`src/rtl/traffic_pkg.sv`:
```
// Shared encodings and helpers for the four-approach phase scheduler.
package traffic_pkg;

    localparam logic [2:0] LAMP_GREEN  = 3'b001;
    localparam logic [2:0] LAMP_YELLOW = 3'b010;
    localparam logic [2:0] LAMP_RED    = 3'b100;

    localparam logic [1:0] APP_L = 2'd0;
    localparam logic [1:0] APP_R = 2'd1;
    localparam logic [1:0] APP_S = 2'd2;
    localparam logic [1:0] APP_B = 2'd3;

    typedef enum logic [1:0] {
        ST_ALL_RED = 2'd0,
        ST_GREEN   = 2'd1,
        ST_YELLOW  = 2'd2
    } state_e;

    // Round-robin pick: first demand after 'last', wrapping back to 'last'
    // itself; with no demand at all, simply advance to the next approach.
    function automatic logic [1:0] rr_pick(input logic [3:0] req, input logic [1:0] last);
        logic [1:0] cand;
        rr_pick = last + 2'd1;
        for (int k = 4; k >= 1; k--) begin
            cand = last + 2'(k);
            if (req[cand]) rr_pick = cand;
        end
    endfunction

    // Lowest-index set bit; only meaningful when v != 0.
    function automatic logic [1:0] lowest_set(input logic [3:0] v);
        lowest_set = 2'd0;
        for (int k = 3; k >= 0; k--) begin
            if (v[k]) lowest_set = 2'(k);
        end
    endfunction

endpackage

```
`src/rtl/traffic_tick_gen.sv`:
```
// Timing-tick prescaler: one-cycle pulse every CLK_DIV clocks.
module traffic_tick_gen #(
    parameter int CLK_DIV = 100_000_000
) (
    input  logic clk,
    input  logic rst_n,
    output logic tick
);
    localparam int            CW   = (CLK_DIV > 1) ? $clog2(CLK_DIV) : 1;
    localparam logic [CW-1:0] LAST = CW'(CLK_DIV - 1);

    logic [CW-1:0] cnt_q;
    logic [CW-1:0] cnt_d;

    // Count 0..CLK_DIV-1 and wrap; the tick is the terminal count.
    always_comb begin
        cnt_d = (cnt_q == LAST) ? '0 : cnt_q + CW'(1);
    end

    // Prescaler register.
    always_ff @(posedge clk or negedge rst_n) begin
        if (!rst_n) cnt_q <= '0;
        else        cnt_q <= cnt_d;
    end

    assign tick = (cnt_q == LAST);

endmodule

```
`src/rtl/traffic_phase_scheduler.sv`:
```
// Demand-actuated phase scheduler with min/max green, clearance and
// emergency preemption. Lamps are a pure decode of registered state.
//
// state      | meaning
// -----------+-----------------------------------------------------------
// ST_ALL_RED | every approach red; picks the next phase when clearance ends
// ST_GREEN   | approach 'phase' green; holds until preempted, gap- or max-out
// ST_YELLOW  | approach 'phase' yellow for the full clearance, never shortened
module traffic_phase_scheduler
    import traffic_pkg::*;
#(
    parameter int CLK_DIV   = 100_000_000,
    parameter int TW        = 8,
    parameter int MIN_GREEN = 5,
    parameter int MAX_GREEN = 20,
    parameter int YELLOW    = 3,
    parameter int ALL_RED   = 1
) (
    input  logic       clk,
    input  logic       rst_n,
    input  logic [3:0] req,
    input  logic [3:0] emg_req,
    output logic [2:0] l,
    output logic [2:0] r,
    output logic [2:0] s,
    output logic [2:0] b,
    output logic [1:0] phase,
    output logic       emg_active
);
    localparam logic [TW-1:0] T_SAT     = {TW{1'b1}};
    localparam logic [TW-1:0] T_MIN_G   = TW'(MIN_GREEN);
    localparam logic [TW-1:0] T_MAX_G   = TW'(MAX_GREEN);
    localparam logic [TW-1:0] T_YELLOW  = TW'(YELLOW);
    localparam logic [TW-1:0] T_ALL_RED = TW'(ALL_RED);

    state_e        state_q, state_d;
    logic [TW-1:0] timer_q, timer_d;
    logic [1:0]    phase_q, phase_d;
    logic          emg_q, emg_d;
    logic          tick;
    logic          leave;
    logic [3:0]    phase_mask;
    logic [3:0]    other_req;
    logic [3:0]    other_emg;
    logic [2:0]    lamp_on;

    traffic_tick_gen #(.CLK_DIV(CLK_DIV)) u_tick (
        .clk   (clk),
        .rst_n (rst_n),
        .tick  (tick)
    );

    assign phase_mask = 4'b0001 << phase_q;
    assign other_req  = req & ~phase_mask;
    assign other_emg  = emg_req & ~phase_mask;

    // Next-state, phase selection and timer update.
    always_comb begin
        state_d = state_q;
        phase_d = phase_q;
        emg_d   = emg_q;
        leave   = 1'b0;
        case (state_q)
            ST_ALL_RED: begin
                if (timer_q >= T_ALL_RED) begin
                    state_d = ST_GREEN;
                    leave   = 1'b1;
                    if (|emg_req) begin
                        phase_d = lowest_set(emg_req);
                        emg_d   = 1'b1;
                    end else begin
                        phase_d = rr_pick(req, phase_q);
                        emg_d   = 1'b0;
                    end
                end
            end
            ST_GREEN: begin
                // Emergency on our own approach pins the green; once it drops
                // the flag clears and normal gap/max rules resume next cycle
                // against the still-running timer.
                if (emg_q && !emg_req[phase_q]) emg_d = 1'b0;
                if (!emg_req[phase_q]) begin
                    if (|other_emg)
                        leave = 1'b1;
                    else if (!emg_q && timer_q >= T_MIN_G && !req[phase_q] && |other_req)
                        leave = 1'b1;
                    else if (!emg_q && timer_q >= T_MAX_G && |other_req)
                        leave = 1'b1;
                end
                if (leave) state_d = ST_YELLOW;
            end
            ST_YELLOW: begin
                if (timer_q >= T_YELLOW) begin
                    state_d = ST_ALL_RED;
                    leave   = 1'b1;
                end
            end
            default: begin
                state_d = ST_ALL_RED;
                leave   = 1'b1;
            end
        endcase
        if (leave)
            timer_d = '0;
        else if (tick && timer_q != T_SAT)
            timer_d = timer_q + TW'(1);
        else
            timer_d = timer_q;
    end

    // State, timer, phase and preemption-flag registers.
    always_ff @(posedge clk or negedge rst_n) begin
        if (!rst_n) begin
            state_q <= ST_ALL_RED;
            timer_q <= '0;
            phase_q <= APP_B;
            emg_q   <= 1'b0;
        end else begin
            state_q <= state_d;
            timer_q <= timer_d;
            phase_q <= phase_d;
            emg_q   <= emg_d;
        end
    end

    // Moore lamp decode from registered state and phase only.
    always_comb begin
        lamp_on = (state_q == ST_GREEN) ? LAMP_GREEN : LAMP_YELLOW;
        l = LAMP_RED;
        r = LAMP_RED;
        s = LAMP_RED;
        b = LAMP_RED;
        if (state_q == ST_GREEN || state_q == ST_YELLOW) begin
            case (phase_q)
                APP_L:   l = lamp_on;
                APP_R:   r = lamp_on;
                APP_S:   s = lamp_on;
                APP_B:   b = lamp_on;
                default: l = LAMP_RED;
            endcase
        end
    end

    assign phase      = phase_q;
    assign emg_active = emg_q;

endmodule

```
`config.mk`:
```
export PLATFORM = sky130hd
export DESIGN_NAME = traffic_phase_scheduler
export DESIGN_NICKNAME = d
export VERILOG_FILES = /design/src/rtl/traffic_pkg.sv /design/src/rtl/traffic_tick_gen.sv /design/src/rtl/traffic_phase_scheduler.sv
export SDC_FILE = /design/constraint.sdc
export NUM_CORES = 1
export LEC_CHECK = 0
export ABC_AREA = 0
export CORE_MARGIN = 2
export CORE_UTILIZATION = 60
export CTS_CLUSTER_DIAMETER = 30
export DETAILED_ROUTE_END_ITERATION = 8
export GPL_ROUTABILITY_DRIVEN = 0
export PLACE_DENSITY = 0.83
export SYNTH_ARGS = -nofsm -noshare
export SYNTH_HDL_FRONTEND = slang
export SYNTH_SLANG_ARGS = --single-unit
```
`constraint.sdc`:
```
create_clock -name clk -period 5.45 [get_ports clk]
set_input_delay 1.09 -clock clk [delete_from_list [all_inputs] [get_ports clk]]
set_output_delay 1.09 -clock clk [all_outputs]
set_load 0.03 [all_outputs]
```
# --- Word level (Yosys, flattened, before mapping) ---
# Index checks and enable logic that the tools add are counted.
classes:
  mul: 0
  n_reduce_logical: 21
  n_div: 0
  n_eq_ne: 12
  n_lt_le_gt_ge: 8
  n_mux: 47
  bitwise_logic: 3
  add_sub_neg: 5
  shift: 1
op_table:
  columns: ["operator", "n"]
  rows:
  - ["adder 27 x 1 -> 27 bit (second input constant)", 1]
  - ["equality test 27 bit (second input constant)", 1]
  - ["two-way mux 27 bit", 1]
  - ["two-way mux 2 bit", 13]
  - ["two-way mux 3 bit", 8]
  - ["two-way mux 8 bit", 2]
  - ["two-way mux 1 bit", 15]
  - ["< comparator 2 x 3 -> 1 bit (second input constant)", 4]
  - ["OR reduction 4 bit", 3]
  - ["binary-select mux 1 bit (select 2 bit)", 5]
  - ["AND reduction 3 bit", 3]
  - ["adder 8 x 1 -> 8 bit (second input constant)", 1]
  - ["bitwise AND 4 bit", 2]
  - [">= comparator 8 x 1 -> 1 bit (second input constant)", 1]
  - [">= comparator 8 x 2 -> 1 bit (second input constant)", 1]
  - [">= comparator 8 x 3 -> 1 bit (second input constant)", 1]
  - [">= comparator 8 x 5 -> 1 bit (second input constant)", 1]
  - ["inequality test 2 bit (second input constant)", 4]
  - ["inequality test 8 bit (second input constant)", 1]
  - ["logical AND 1 bit", 7]
  - ["equality test 2 bit (second input constant)", 3]
  - ["one-hot mux 2 bit (3 select lines)", 1]
  - ["inequality test 5 bit (second input constant)", 1]
  - ["adder 2 bit (second input constant)", 2]
  - ["other kinds (10)", 15]
word_totals:
  output_inout_bits: 15
  memories: 0
  latchBits: 0
  romBits: 0
  reg_bits: 40
  word_cells: 102
  ramBits: 0

# --- Logic depth before layout (Yosys ltp) ---
# Gate-level depths: netlist of the first run.
depth:
  ltp_word: 12
  mapped_depth: 9
  ltp_nobuf: 8

# --- By module ---
# From an unflattened synthesis of the first run, not the netlist that was laid out.
hier_totals:
  hier_cells: 289
  area_unflattened_um2: 2677.6
modules_own_cells:
  columns: ["mod", "cells_each", "n_inst", "seq_area_each_um2", "area_per_inst_um2"]
  rows:
  - ["traffic_phase_scheduler", 155, 1, 327.8, 1345.0]
  - ["traffic_tick_gen", 134, 1, 675.6, 1332.5]

# --- Worst setup path after synthesis of the first run ---
# OpenSTA, ideal clock, no wires.
synth_path:
  path_type: "register to output"
  from: "register phase_q[0], in the netlist phase[0]"
  to: "output l[0]"
  t_arrival_ps: 1480
  path_slack_ps: 2880
  stages_incl_launch_ff: 5
  path_buffers: 1
  path_cell_list: "dfstp_2 > buf_2 > inv_1 > ha_1 > and2_1"
synth_via:
  elab_chain_cells: 3
synth_lines:
  columns: ["element", "line", "text"]
  rows:
  - ["start, declared", "traffic_phase_scheduler.sv:38", "logic [1:0] phase_q, phase_d;"]
  - ["start signal, assigned", "traffic_phase_scheduler.sv:121", "phase_q <= phase_d;"]
  - ["logical NOT 2 bit", "traffic_phase_scheduler.sv:134", "case (phase_q)"]
  - ["two-way mux 3 bit", "traffic_phase_scheduler.sv:134", null]
  - ["two-way mux 3 bit", "traffic_phase_scheduler.sv:133", "if (state_q == ST_GREEN || state_q == ST_YELLOW) begin"]
  - ["end, declared", "traffic_phase_scheduler.sv:23", "output logic [2:0] l,"]
# No other way between the ends.

# --- Final worst setup path of the first run ---
layout_path:
  from: "register state_q[0]"
  to: "output l[1]"
layout_via:
  elab_chain_cells: 4
  elab_cells_between_ends: 6
  classes_between: "eq/ne: 2; mux: 3; reduce/logical: 1"
layout_lines:
  columns: ["element", "line", "text"]
  rows:
  - ["start, declared", "traffic_phase_scheduler.sv:36", "state_e state_q, state_d;"]
  - ["start signal, assigned", "traffic_phase_scheduler.sv:119", "state_q <= state_d;"]
  - ["equality test 2 x 1 -> 1 bit", "traffic_phase_scheduler.sv:128, traffic_phase_scheduler.sv:133", null]
  - ["two-way mux 2 bit", "traffic_phase_scheduler.sv:128", "lamp_on = (state_q == ST_GREEN) ? LAMP_GREEN : LAMP_YELLOW;"]
  - ["two-way mux 3 bit", "traffic_phase_scheduler.sv:134", null]
  - ["two-way mux 3 bit *", "traffic_phase_scheduler.sv:133", null]
# Every way passes the cells marked *; elsewhere a longest branch is shown, timed or not.

==> qor.csv, run 1 <==
metric,value,unit
DRT iter0 DRCs,118,
Worst Path Buf+Inv,2,
FF-to-FF setup slack,2.71,ns
fin crit period,3.33,ns
top post-synthesis cells by area,"dfrtp_1, ha_1, xor2_1",
net switching power figure,0.198,mW
Clk pwr share,0.339,
DIE AREA,4820,µm²
skew final,0.00786,ns
# DRC,0,
final setup margin,2.12,ns
# H-tree levels,2,
hold path depth,1,
total gr overflow,0,
GRT Total Usage,0.231,
Layout area overhead,15.1,%
"FF+latch count, synth",40,
part of the power in registers,0.451,
clock sink total,40,
top cell type's share of synthesized area,0.370,
Setup CP Type,reg2out,
Detailed Place HPWL,3870,µm
CTS Buffer Depth,2,
Worst path max stage delay,0.67,ns
status,finished clean,
Logic pwr share,0.210,
Final Hold Fails,0,
xor and xnor area share after synthesis,0.0852,
peak supply drop,0.174,mV
sequential share of the synthesized area,0.390,
Mapped Cells,281,
Skew-Pair Late Insertion Delay,0.30,ns
Die Ht,69.4,µm
PwrDens,238,nW/µm²
sw frac,0.281,
Setup WS pre-CTS,2.31,ns
vias in the first global route,2039,
first-pass GRT wire length,9160,µm
fmax,300,MHz
critical-path cell list,"inv_1, ha_1, nor2b_1, and2_1, clkdlybuf4s50_1",
Worst setup SP type,flip-flop,
"Slew Viols, Final",0,
initial antenna violation count,0,
Die Width,69.4,µm
CTS tree,done,
worst-path fanout max,5,
syn nets,304,
reg2reg path depth,8,
row cnt,23,
setup bufs post-CTS,0,
Slowest cell on crit path,clkdlybuf4s50_1,
via count,2112,
RSZ-0062 raised after global routing,false,
Final nets,329,
post-synth top area cell,dfrtp_1,
TNS Setup,0,ns
asr flop ratio synth,1.00,
Max Cap Viol,0,
Pleak,1.30,nW
final setup vio count,0,
post-synth cell types,47,
mux cell area share after synthesis,0.0501,
worst slew margin relative to its limit,0.429,
Critical Path End Type,output port,
Synth Area in Adders,0.0633,
fraction of layout cells with a size suffix above 1,0.0814,
antenna cells,0,
Hold Buf Count CTS,0,
post-CTS sizing,0,
Post-Syn Area,2570,µm²
Initial Utilization,0.633,
Worst-Margin Slew,0.856,ns
pin count of the biggest net entering global routing,41,
Synth warnings,0,
Num CTS Buffers,5,
Routed Antenna Nets,0,
clock root cell,clkbuf_8,
CORE AREA,4060,µm²
drt pass-1 iters,4,
Final Cycle Share,0.611,
"Avg Cell Area, Syn",9.15,µm²
Finished Layout Cells,357,
Min-Delay Path Class,reg2reg,
"Top FF cell, synth",dfrtp_1,
Vias/cell,5.92,
HP Start,u_tick.cnt_q[0]$_DFF_PN0_,
reg2reg start,u_tick.cnt_q[0]$_DFF_PN0_,
simple logic cell fraction of the synthesized area,0.273,
CP arrival,2.24,ns
WL final,5310,µm
"Reg clk slew, reported paths",0.08,ns
Port-buffer cells,24,
"EDFF count, synth",0,
utilization after layout,0.729,
Top Ports,25,
Worst EP required,4.36,ns
post-DR wirelength/cell,14.9,µm
post-synthesis compound-gate area fraction,0.109,
Hold EP,u_tick.cnt_q[0]$_DFF_PN0_,
Placed Cells,349,
largest family of logic cells by synthesized area,simple AND/OR/NAND/NOR gates,
Hold Slack,0.482,ns
worst r2r dst,timer_q[0]$_DFFE_PN0P_,
Worst path top cell family by delay,buffers and inverters,
internal power,0.506,mW
## state kept, by name (all words and copies together), names as in the netlist
name,cells
u_tick.cnt_q,27
timer_q,8
phase,2
state_q,2
emg_active,1
## cells by family after synthesis
family | Yosys count
and+or+nand+nor | 134
AOI/OAI and AO/OA | 41
DFF | 40
xor gates and xnor gates | 25
buffers and inverters | 18
adders and majority gates | 13
muxes | 10
## worst max path at each step
stage	slack, ns	end	startpoint	depth (start not counted)
after floorplan	2.88	l[0]	phase[0]$_DFFE_PN1P_	4
after global placement	2.38	timer_q[4]$_DFFE_PN0P_	req[1]	7
after detailed placement	2.31	timer_q[4]$_DFFE_PN0P_	req[0]	7
after CTS	2.13	l[2]	phase[0]$_DFFE_PN1P_	4
after global routing	2.00	l[1]	state_q[1]$_DFFE_PN0P_	5
final	2.12	l[1]	state_q[0]$_DFFE_PN0P_	5
## final cells by class
type	count	area [µm²]
fill	313	1100
timing repair buffer	25	243
sequential	40	1000
tap	50	62.6
clock buffer	5	68.8
multi-input combinational	223	1500
inverter	11	41.3
clock inverter	3	42.5
## through the flow
step           instance area (µm²)  total power, mW
3_5_place_dp                  2850            0.471
3_3_place_gp                  2850            0.468
2_1_floorplan                 2570            0.416
4_1_cts                       2960            0.708
5_1_grt                       2960            0.736
6_report                      2960            0.705
## per-layer routing
metal,track usage,vias to the layer above,wire (µm)
li1,-,1042,-
met1,0.288,1017,2340
met2,0.411,48,2690
met3,0.0407,5,233
met4,0.0654,0,46
met5,0,-,0
## power by group through the flow
stage	registers [mW]	clock network [mW]	logic, mW
after floorplan	0.328	0	0.0883
final	0.318	0.239	0.148
after global placement	0.323	0	0.145
after global routing	0.320	0.253	0.163
after CTS	0.318	0.242	0.148
after detailed placement	0.324	0	0.148
## synthesized netlist by cell type, drive strengths merged (3+ instances only)
cell    number
mux2i        5
nand2       17
nor4         5
and3         5
nor3         9
nand3       16
buf          5
nor2        35
a311oi       3
nand2b      10
and2        11
dfrtp       38
inv         11
a21oi       13
xnor2        8
xor2        17
nand4        9
mux2         3
ha          13
and4         3
or3          5
o21ai       10
nor2b        3
## cells in the final DEF, fill, tap and decap left out, types with 3 or more instances in the layout
cell	instances
a21oi_1	13
a311oi_1	3
and2_1	11
and3_1	5
and4_1	3
clkbuf_8	5
clkdlybuf4s50_1	23
dfrtp_1	38
ha_1	13
inv_1	11
mux2_2	3
mux2i_1	5
nand2_1	17
nand2b_1	10
nand3_1	16
nand4_1	9
nor2_1	35
nor2b_1	3
nor3_1	8
nor4_1	5
o21ai_0	7
or3_1	4
xnor2_1	8
xor2_1	17
Power figures use the tool's default switching activity.
==> run 2, diff against run 1 <==
--- a/config.mk
+++ b/config.mk
@@ -7,11 +7,11 @@
 export LEC_CHECK = 0
 export ABC_AREA = 0
 export CORE_MARGIN = 2
-export CORE_UTILIZATION = 60
+export CORE_UTILIZATION = 57
 export CTS_CLUSTER_DIAMETER = 30
 export DETAILED_ROUTE_END_ITERATION = 8
 export GPL_ROUTABILITY_DRIVEN = 0
-export PLACE_DENSITY = 0.83
+export PLACE_DENSITY = 0.8
 export SYNTH_ARGS = -nofsm -noshare
 export SYNTH_HDL_FRONTEND = slang
 export SYNTH_SLANG_ARGS = --single-unit
==> constraint.sdc (replaced) <==
create_clock -name clk -period 3.4 [get_ports clk]
set_input_delay 0.68 -clock clk [delete_from_list [all_inputs] [get_ports clk]]
set_output_delay 0.68 -clock clk [all_outputs]
set_load 0.03 [all_outputs]
==> run 2 against run 1 <==
Combinational power rose by 61%. Register-to-register slack worse by 1.9 ns. Worst hold slack gained 0.0055 ns. Via count grew 0.14%. Sequential power grew 60%. Total power increased by 62%. Routed wire length grew 2.4%. Clock power is 66% higher. Critical endpoint is now l[2].
==> qor.csv, run 2 (synthesis results as in run 1) <==
metric,value,unit,change
status,finished clean,,
final setup vio count,0,,unchanged
Final Hold Fails,0,,unchanged
crit path to,l[2],,
Worst EP required,2.72,ns,-1.64 ns
row cnt,24,,+4.3%
fmax,344,MHz,
CTS tree,done,,
Num CTS Buffers,5,,unchanged
# DRC,0,,unchanged
"Reg clk slew, reported paths",0.08,ns,about the same
DRT iter0 DRCs,108,,-8.5%
Worst path max stage delay,0.73,ns,+0.06 ns
drt pass-1 iters,4,,unchanged
worst-path fanout max,14,,+9
Worst-Margin Slew,0.852,ns,-0.00360 ns
largest registers,"u_tick.cnt_q: 27 flops, timer_q: 8 flops",,
Skew-Pair Late Insertion Delay,0.29,ns,about the same
clock root cell,clkbuf_8,,
worst slew margin relative to its limit,0.432,,+0.00240
most frequent cells in the layout,"dfrtp_1, nor2_1, clkdlybuf4s50_1, nand2_1, xor2_1",,
Vias/cell,5.89,,-0.42%
TNS Setup,0,ns,unchanged
Slowest cell on crit path,dfstp_2,,
Detailed Place HPWL,4010,µm,+3.6%
Top reg by flops,u_tick.cnt_q,,
CP arrival,2.23,ns,about the same
Routed Antenna Nets,0,,unchanged
Hold Slack,0.488,ns,+0.00548 ns
FF-to-FF setup slack,0.82,ns,-1.89 ns
Worst setup SP type,flip-flop,,
Worst Path Buf+Inv,2,,unchanged
Final nets,329,,unchanged
via count,2115,,+0.14%
peak supply drop,0.268,mV,+55%
CORE AREA,4350,µm²,+7.3%
Initial Utilization,0.590,,-0.0431
critical-path cell list,"inv_1, ha_1, nand2_1, clkdlybuf4s50_1",,
Final Cycle Share,0.855,,
RSZ-0062 raised after global routing,false,,
CTS Buffer Depth,2,,unchanged
Critical Path End Type,output port,,
Die Ht,71.1,µm,+2.4%
clock sink total,40,,unchanged
fraction of layout cells with a size suffix above 1,0.0814,,unchanged
"Slew Viols, Final",0,,unchanged
Setup CP Type,reg2out,,
GRT Total Usage,0.234,,+0.00304
"commonest non-fill, non-tap cell in the layout",dfrtp_1,,
WL final,5440,µm,+2.4%
Port-buffer cells,24,,unchanged
first-pass GRT wire length,9510,µm,+3.8%
fin crit period,2.91,ns,
Fill cells,347,,+11%
DIE AREA,5060,µm²,+5.0%
# H-tree levels,2,,unchanged
skew final,0.00667,ns,-0.00119 ns
Worst path top cell family by delay,buffers and inverters,,
antenna cells,0,,unchanged
pin count of the biggest net entering global routing,41,,unchanged
worst r2r dst,timer_q[4]$_DFFE_PN0P_,,
Pleak,1.30,nW,about the same
CP Launch Point,phase[0]$_DFFE_PN1P_,,
reg2reg path depth,8,,unchanged
Top Ports,25,,unchanged
vias in the first global route,2083,,+2.2%
Max Cap Viol,0,,unchanged
Layout area overhead,15.4,%,
Levels on crit path,4,,-1
post-DR wirelength/cell,15.2,µm,+1.9%
initial antenna violation count,0,,unchanged
Hold Buf Count CTS,0,,unchanged
PwrDens,386,nW/µm²,+62%
Finished Layout Cells,359,,+0.56%
post-CTS sizing,0,,unchanged
max FFs per register,27,,unchanged
Min-Delay Path Class,in2async,,
reg2reg start,phase[0]$_DFFE_PN1P_,,
Die Width,71.1,µm,+2.4%
setup bufs post-CTS,0,,unchanged
total gr overflow,0,,unchanged
Placed Cells,351,,+0.57%
Design Power,1.14,mW,+62%
-- run 2: cell count changes in the layout (fill, tap and decap cells not counted), sizes merged --
cell    previous run  this run
inv               11        12
clkinv             1         0
-- run 2: how the worst min path moves through the flow --
stage                              start                        end  depth (start not counted)
2_1_floorplan                      rst_n     emg_active$_DFFE_PN0P_                          0
3_3_place_gp   u_tick.cnt_q[0]$_DFF_PN0_  u_tick.cnt_q[0]$_DFF_PN0_                          1
3_5_place_dp   u_tick.cnt_q[0]$_DFF_PN0_  u_tick.cnt_q[0]$_DFF_PN0_                          1
4_1_cts        u_tick.cnt_q[0]$_DFF_PN0_  u_tick.cnt_q[0]$_DFF_PN0_                          1
5_1_grt        u_tick.cnt_q[0]$_DFF_PN0_  u_tick.cnt_q[0]$_DFF_PN0_                          1
6_report                           rst_n  u_tick.cnt_q[1]$_DFF_PN0_                          1
-- run 2: through the flow --
step           utilization  setup WS [ns]  cell area [µm²]
3_5_place_dp         0.655          0.638             2850
4_1_cts              0.681          0.474             2970
2_1_floorplan            -          0.925             2570
5_1_grt              0.681          0.390             2970
6_report             0.681          0.494             2970
3_3_place_gp         0.655          0.742             2850
-- run 2: power by group --
| part | switching [mW] | leakage [nW] | total [mW] | internal [mW] |
|---|---|---|---|---|
| sequential | 0.0194 | 0.536 | 0.509 | 0.489 |
| combinational | 0.134 | 0.705 | 0.239 | 0.105 |
| clock | 0.175 | 0.0548 | 0.396 | 0.221 |
| total | 0.329 | 1.30 | 1.14 | 0.816 |
-- run 2: layout make-up --
class	count	area [µm²]	area share
Multi-Input combinational cell	223	1500	0.505
Clock inverter	3	46.3	0.0156
Clock buffer	5	68.8	0.0232
Inverter	11	41.3	0.0139
Timing Repair Buffer	25	243	0.0819
Sequential cell	40	1000	0.338
Tap cell	52	65.1	0.0219
-- run 2: routing by layer --
metal / track usage / vias up / part of all wire
met4: 0.0692 / 0 / 0.010
met1: 0.284 / 1018 / 0.43
li1: - / 1041 / -
met2: 0.424 / 51 / 0.52
met5: 0 / - / 0
met3: 0.0413 / 5 / 0.036
-- run 2: worst register-to-register path, stage by stage (launching register included) --
cell       delay, ns
dfstp_2         0.73
inv_1           0.16
ha_1            0.27
nand2b_1        0.16
o2111ai_1       0.16
a311oi_1        0.10
nor4_1          0.53
a211o_4         0.28
a311oi_1        0.05
==> run 3, diff against run 2 <==
--- a/config.mk
+++ b/config.mk
@@ -6,6 +6,7 @@
 export NUM_CORES = 1
 export LEC_CHECK = 0
 export ABC_AREA = 0
+export CAP_MARGIN = 20
 export CORE_MARGIN = 2
 export CORE_UTILIZATION = 57
 export CTS_CLUSTER_DIAMETER = 30
==> results of run 3 <==
The final DEF is identical to that of run 2; final timing and power are the same.
